File: config.mk
export PLATFORM = sky130hd
export DESIGN_NAME = switch_bounce_gen
export DESIGN_NICKNAME = d
export VERILOG_FILES = /design/src/rtl/switch_bounce_gen.sv
export SDC_FILE = /design/constraint.sdc
export NUM_CORES = 1
export LEC_CHECK = 0
export BUFFER_PORTS_ARGS = -buffer_cell sky130_fd_sc_hd__buf_2
export CAP_MARGIN = 15
export CORE_MARGIN = 5
export CORE_UTILIZATION = 35
export DETAILED_ROUTE_END_ITERATION = 10
export GPL_TIMING_DRIVEN = 0
export SYNTH_ARGS = -nofsm -noshare
export SYNTH_HDL_FRONTEND = slang
export SYNTH_SLANG_ARGS = --single-unit
File: constraint.sdc
create_clock -name CLK -period 3.52 [get_ports CLK]
set_input_delay 0.704 -clock CLK [delete_from_list [all_inputs] [get_ports CLK]]
set_output_delay 0.704 -clock CLK [all_outputs]
set_load 0.01 [all_outputs]
File: src/rtl/switch_bounce_gen.sv
// switch_bounce_gen: turns clean level changes on D into a bouncy SW waveform with LFSR-timed gaps
// SWITCH_BOUNCE_GEN_FIXED_GAP_EN: drop the LFSR and use a constant 2^GAP_BITS gap
module switch_bounce_gen #(
  parameter int BOUNCES = 3,
  parameter int GAP_BITS = 3,
  parameter int SETTLE_CYC = 16,
  parameter logic [15:0] SEED = 16'hACE1,
  parameter logic RST_LVL = 1'b0
) (
  input  logic CLK,
  input  logic AR_N,
  input  logic D,
  output logic SW,
  output logic BUSY,
  output logic DONE
);
  typedef enum logic [1:0] {IDLE, BOUNCE, SETTLE} state_t;
  typedef logic [GAP_BITS:0] gap_t;
  localparam logic [4:0] TOG0 = 5'(2 * BOUNCES + 1);
  localparam logic [7:0] SET0 = 8'(SETTLE_CYC);
  state_t state, state_n;
  logic lvl, lvl_n, sw_n, busy_n, done_n;
  gap_t gap, gap_n, g;
  logic [4:0] tog, tog_n;
  logic [7:0] set_cnt, set_n;
`ifdef SWITCH_BOUNCE_GEN_FIXED_GAP_EN
  assign g = gap_t'(1) << GAP_BITS;
`else
  localparam logic [15:0] SEED_I = (SEED == 16'h0000) ? 16'hACE1 : SEED;
  logic [15:0] lfsr;
  always_ff @(posedge CLK or negedge AR_N)
    if (!AR_N) lfsr <= SEED_I;
    else lfsr <= {lfsr[14:0], lfsr[15] ^ lfsr[13] ^ lfsr[12] ^ lfsr[10]};
  assign g = gap_t'(lfsr[GAP_BITS-1:0]) + gap_t'(1);
`endif
  always_comb begin
    state_n = state;
    lvl_n = lvl;
    sw_n = SW;
    busy_n = BUSY;
    done_n = 1'b0;
    gap_n = gap;
    tog_n = tog;
    set_n = set_cnt;
    case (state)
      IDLE: begin
        sw_n = lvl;
        if (D != lvl) begin
          lvl_n = D;
          gap_n = g;
          tog_n = TOG0;
          state_n = BOUNCE;
          busy_n = 1'b1;
        end
      end
      BOUNCE:
        if (gap == gap_t'(1)) begin
          sw_n = ~SW;
          tog_n = tog - 5'd1;
          gap_n = g;
          if (tog == 5'd1) begin
            state_n = SETTLE;
            set_n = SET0;
          end
        end else gap_n = gap - gap_t'(1);
      SETTLE:
        if (set_cnt == 8'd1) begin
          state_n = IDLE;
          done_n = 1'b1;
          busy_n = 1'b0;
        end else set_n = set_cnt - 8'd1;
      default: state_n = IDLE;
    endcase
  end
  always_ff @(posedge CLK or negedge AR_N)
    if (!AR_N) begin
      state <= IDLE;
      lvl <= RST_LVL;
      SW <= RST_LVL;
      BUSY <= 1'b0;
      DONE <= 1'b0;
      gap <= '0;
      tog <= '0;
      set_cnt <= '0;
    end else begin
      state <= state_n;
      lvl <= lvl_n;
      SW <= sw_n;
      BUSY <= busy_n;
      DONE <= done_n;
      gap <= gap_n;
      tog <= tog_n;
      set_cnt <= set_n;
    end
endmodule

==> impl_metrics.yaml <==
outcome:
  status: "completed"
synthesis:
  synth_edf_count: 0
  ys.flop_type: "dfrtp_1"
  synth_cells: 152
  synth-async-reset-ratio_pct: 100
  syn_area_per_cell_um2: 11.6
  syn-num-nets: 162
  synthesis.area_um2: 1760
  yosys_warnings: 0
  yosysSeqAreaShare_pct: 56.0
  synth_cell_types: 44
  yosys_register_bits: 39
routing:
  dr_wl_met2_um: 1460
  dr.pass1.iters: 4
  met3WireLength_um: 110
  drc: 0
  vias_per_cell: 4.92
  wl_um: 3060
  vias: 1141
  ant_nets: 0
  top_layer_used: "met4"
  wl_per_cell_um: 13.2
  drtIter0Drc: 33
  wl_met1_um: 1470
global_routing:
  grt_pass1_wl_um: 5490
  grt_max_degree: 40
  grt_pass1_vias: 1200
  antenna_found_initial: 0
  grtUsageTotal_pct: 10.7
  grt_remaining_overflow: 0
critical_path:
  crit_path_cell_trace: "inv_1 -> ha_1 -> or3b_1 -> buf_2 -> nor3_1 -> or3_1 -> mux2i_1"
  cp.required_ps: 3700
  slowest_delay_ps: 430
  cp_max_fo: 9
  reg2reg_slack_ps: 1610
  crit_type: "reg -> reg"
  crit_family: "simple AND/OR/NAND/NOR gates"
  slowest_stage: "nor3_1"
  worstSetupEndpointType: "flip-flop"
  crit_arrival_ps: 2090
  cp.buffers_inverters: 2
  start_kind: "flip-flop"
power:
  ir_drop_mv: 0.361
  cellPowerDensity_nw_per_um2: 642
  power.leakage_uw: 0.000889
floorplanning:
  die_w_um: 80.9
  die-height_um: 80.9
  coreArea_um2: 4820
  start_util_pct: 36.6
  die_area_um2: 6550
  rows: 25
  io_pins: 6
hold_path:
  min_path_type: "reg -> reg"
clocking:
  cts_sinks: 39
  cts_resized: 0
  cts_root_buf: "clkbuf_8"
  cts-hold-fix-buffers: 0
  clk_latency_ps: 290
  postCtsSetupBuffers: 0
  cts_tree: "built"
  h-tree-depth: 2
  clockBufferDepth: 2
  clkTransAtPathRegs_ps: 90
  cts_inserted_buffers: 5
sta:
  fin_crit_ps: 1910
  worst_pin_slew_ps: 950
  rsz0062_at_grt: "false"
  finalCritPeriodShare_pct: 54.3
  slew_headroom_pct: 36.2
  drv_slew: 0
  max_freq_mhz: 524
  holdWs_ps: 355
  fin_setup_tns_ps: 0
  skew_ps: 14.0
  hold_viol_final: 0
  setup_viol: 0
placement:
  io_buffers: 5
  gp_congestion: 0.799
  dp_hpwl_um: 2150
finish:
  antennaDiodeCount: 0
  fillers: 477
  area_growth_syn_to_layout_pct: 11.4
  final_layout_size_suffix_gt1_share_pct: 21.8
  final_nets: 174
flow_run:
  max_cap_viol_count: 0
[cell usage after synthesis (2+ instances only)]
master	n	share of area [%]
a21oi_1	10	2.8
xor2_1	5	2.5
a22oi_1	3	1.3
o31ai_1	3	1.3
o21ai_0	4	1.1
nand2b_1	5	1.8
dfrtp_1	31	44
nand2_1	6	1.3
ha_1	7	5.0
xnor2_1	5	2.5
nand3_1	6	1.7
nor3_1	9	2.6
dfstp_2	8	12
nor3b_1	2	0.85
or3_1	2	0.71
o21ai_1	2	0.57
nor2b_1	2	0.71
inv_1	10	2.1
buf_2	2	0.57
nor2_1	6	1.3
[power breakdown]
part / switching (µW) / leakage [µW] / internal (µW)
combinational: 185 / 0.000361 / 156
sequential: 83.4 / 0.000480 / 526
clock: 152 / 0.0000482 / 158
[through the flow]
| stage | cells | utilization (%) | area, µm² | worst slack, ps | power (µW) |
|---|---|---|---|---|---|
| after global routing | 232 | 40.7 | 1960 | 1460 | 1360 |
| after global placement | 224 | 38.8 | 1870 | 1500 | 933 |
| after CTS | 232 | 40.7 | 1960 | 1570 | 1270 |
| after floorplan | 152 | - | 1760 | 1800 | 868 |
| after detailed placement | 224 | 38.8 | 1870 | 1470 | 961 |
| final | 232 | 40.7 | 1960 | 1610 | 1260 |
[cells by family after synthesis]
group,Yosys count,synth area share [%]
compound gates,30,11.4
xor+xnor,10,4.97
fa+ha+maj,7,4.97
buf+inv,13,3.13
flops,39,56.0
mux,2,1.21
simple gates,51,18.3
[state kept, by name, indices dropped and copies added, names as in the netlist]
signal,count
tog,5
state,2
BUSY,1
gap,4
SW,1
DONE,1
lvl,1
set_cnt,8
lfsr,16
[final cells by class]
cell class	count	area [µm²]	area share (%)
Buffer	3	17.5	0.893
Tap cell	67	83.8	4.27
Timing Repair Buffer	5	25.0	1.28
Sequential cell	39	986	50.3
Clock inverter	1	5.00	0.255
Multi-Input combinational cell	100	721	36.7
Clock buffer	7	86.3	4.40
Inverter	10	37.5	1.91
[worst paths after layout]
path                       startpoint         end  cells past startpoint
min reg2reg                   lfsr[3]     lfsr[4]                      0
min in group asynchronous        AR_N      gap[0]                      1
max reg2reg                    gap[1]  set_cnt[7]                      7
max in group asynchronous        AR_N    lfsr[12]                      1
min                           lfsr[3]     lfsr[4]                      0
max                            gap[1]  set_cnt[7]                      7
[cell usage in the layout, fill, tap and decap left out, drive strengths merged, types with 8 or more instances in the layout]
cell type   n
dfrtp      31
dfstp       8
inv        10
nor3       10
buf         8
a21oi      10
[layer usage]
| layer | track usage (%) | vias to the layer above |
|---|---|---|
| met5 | 0 | - |
| met4 | 3.04 | 0 |
| met3 | 3.33 | 2 |
| met2 | 17.2 | 16 |
| met1 | 13.9 | 567 |
| li1 | - | 556 |
No activity file was read; power rests on OpenSTA's default activity.
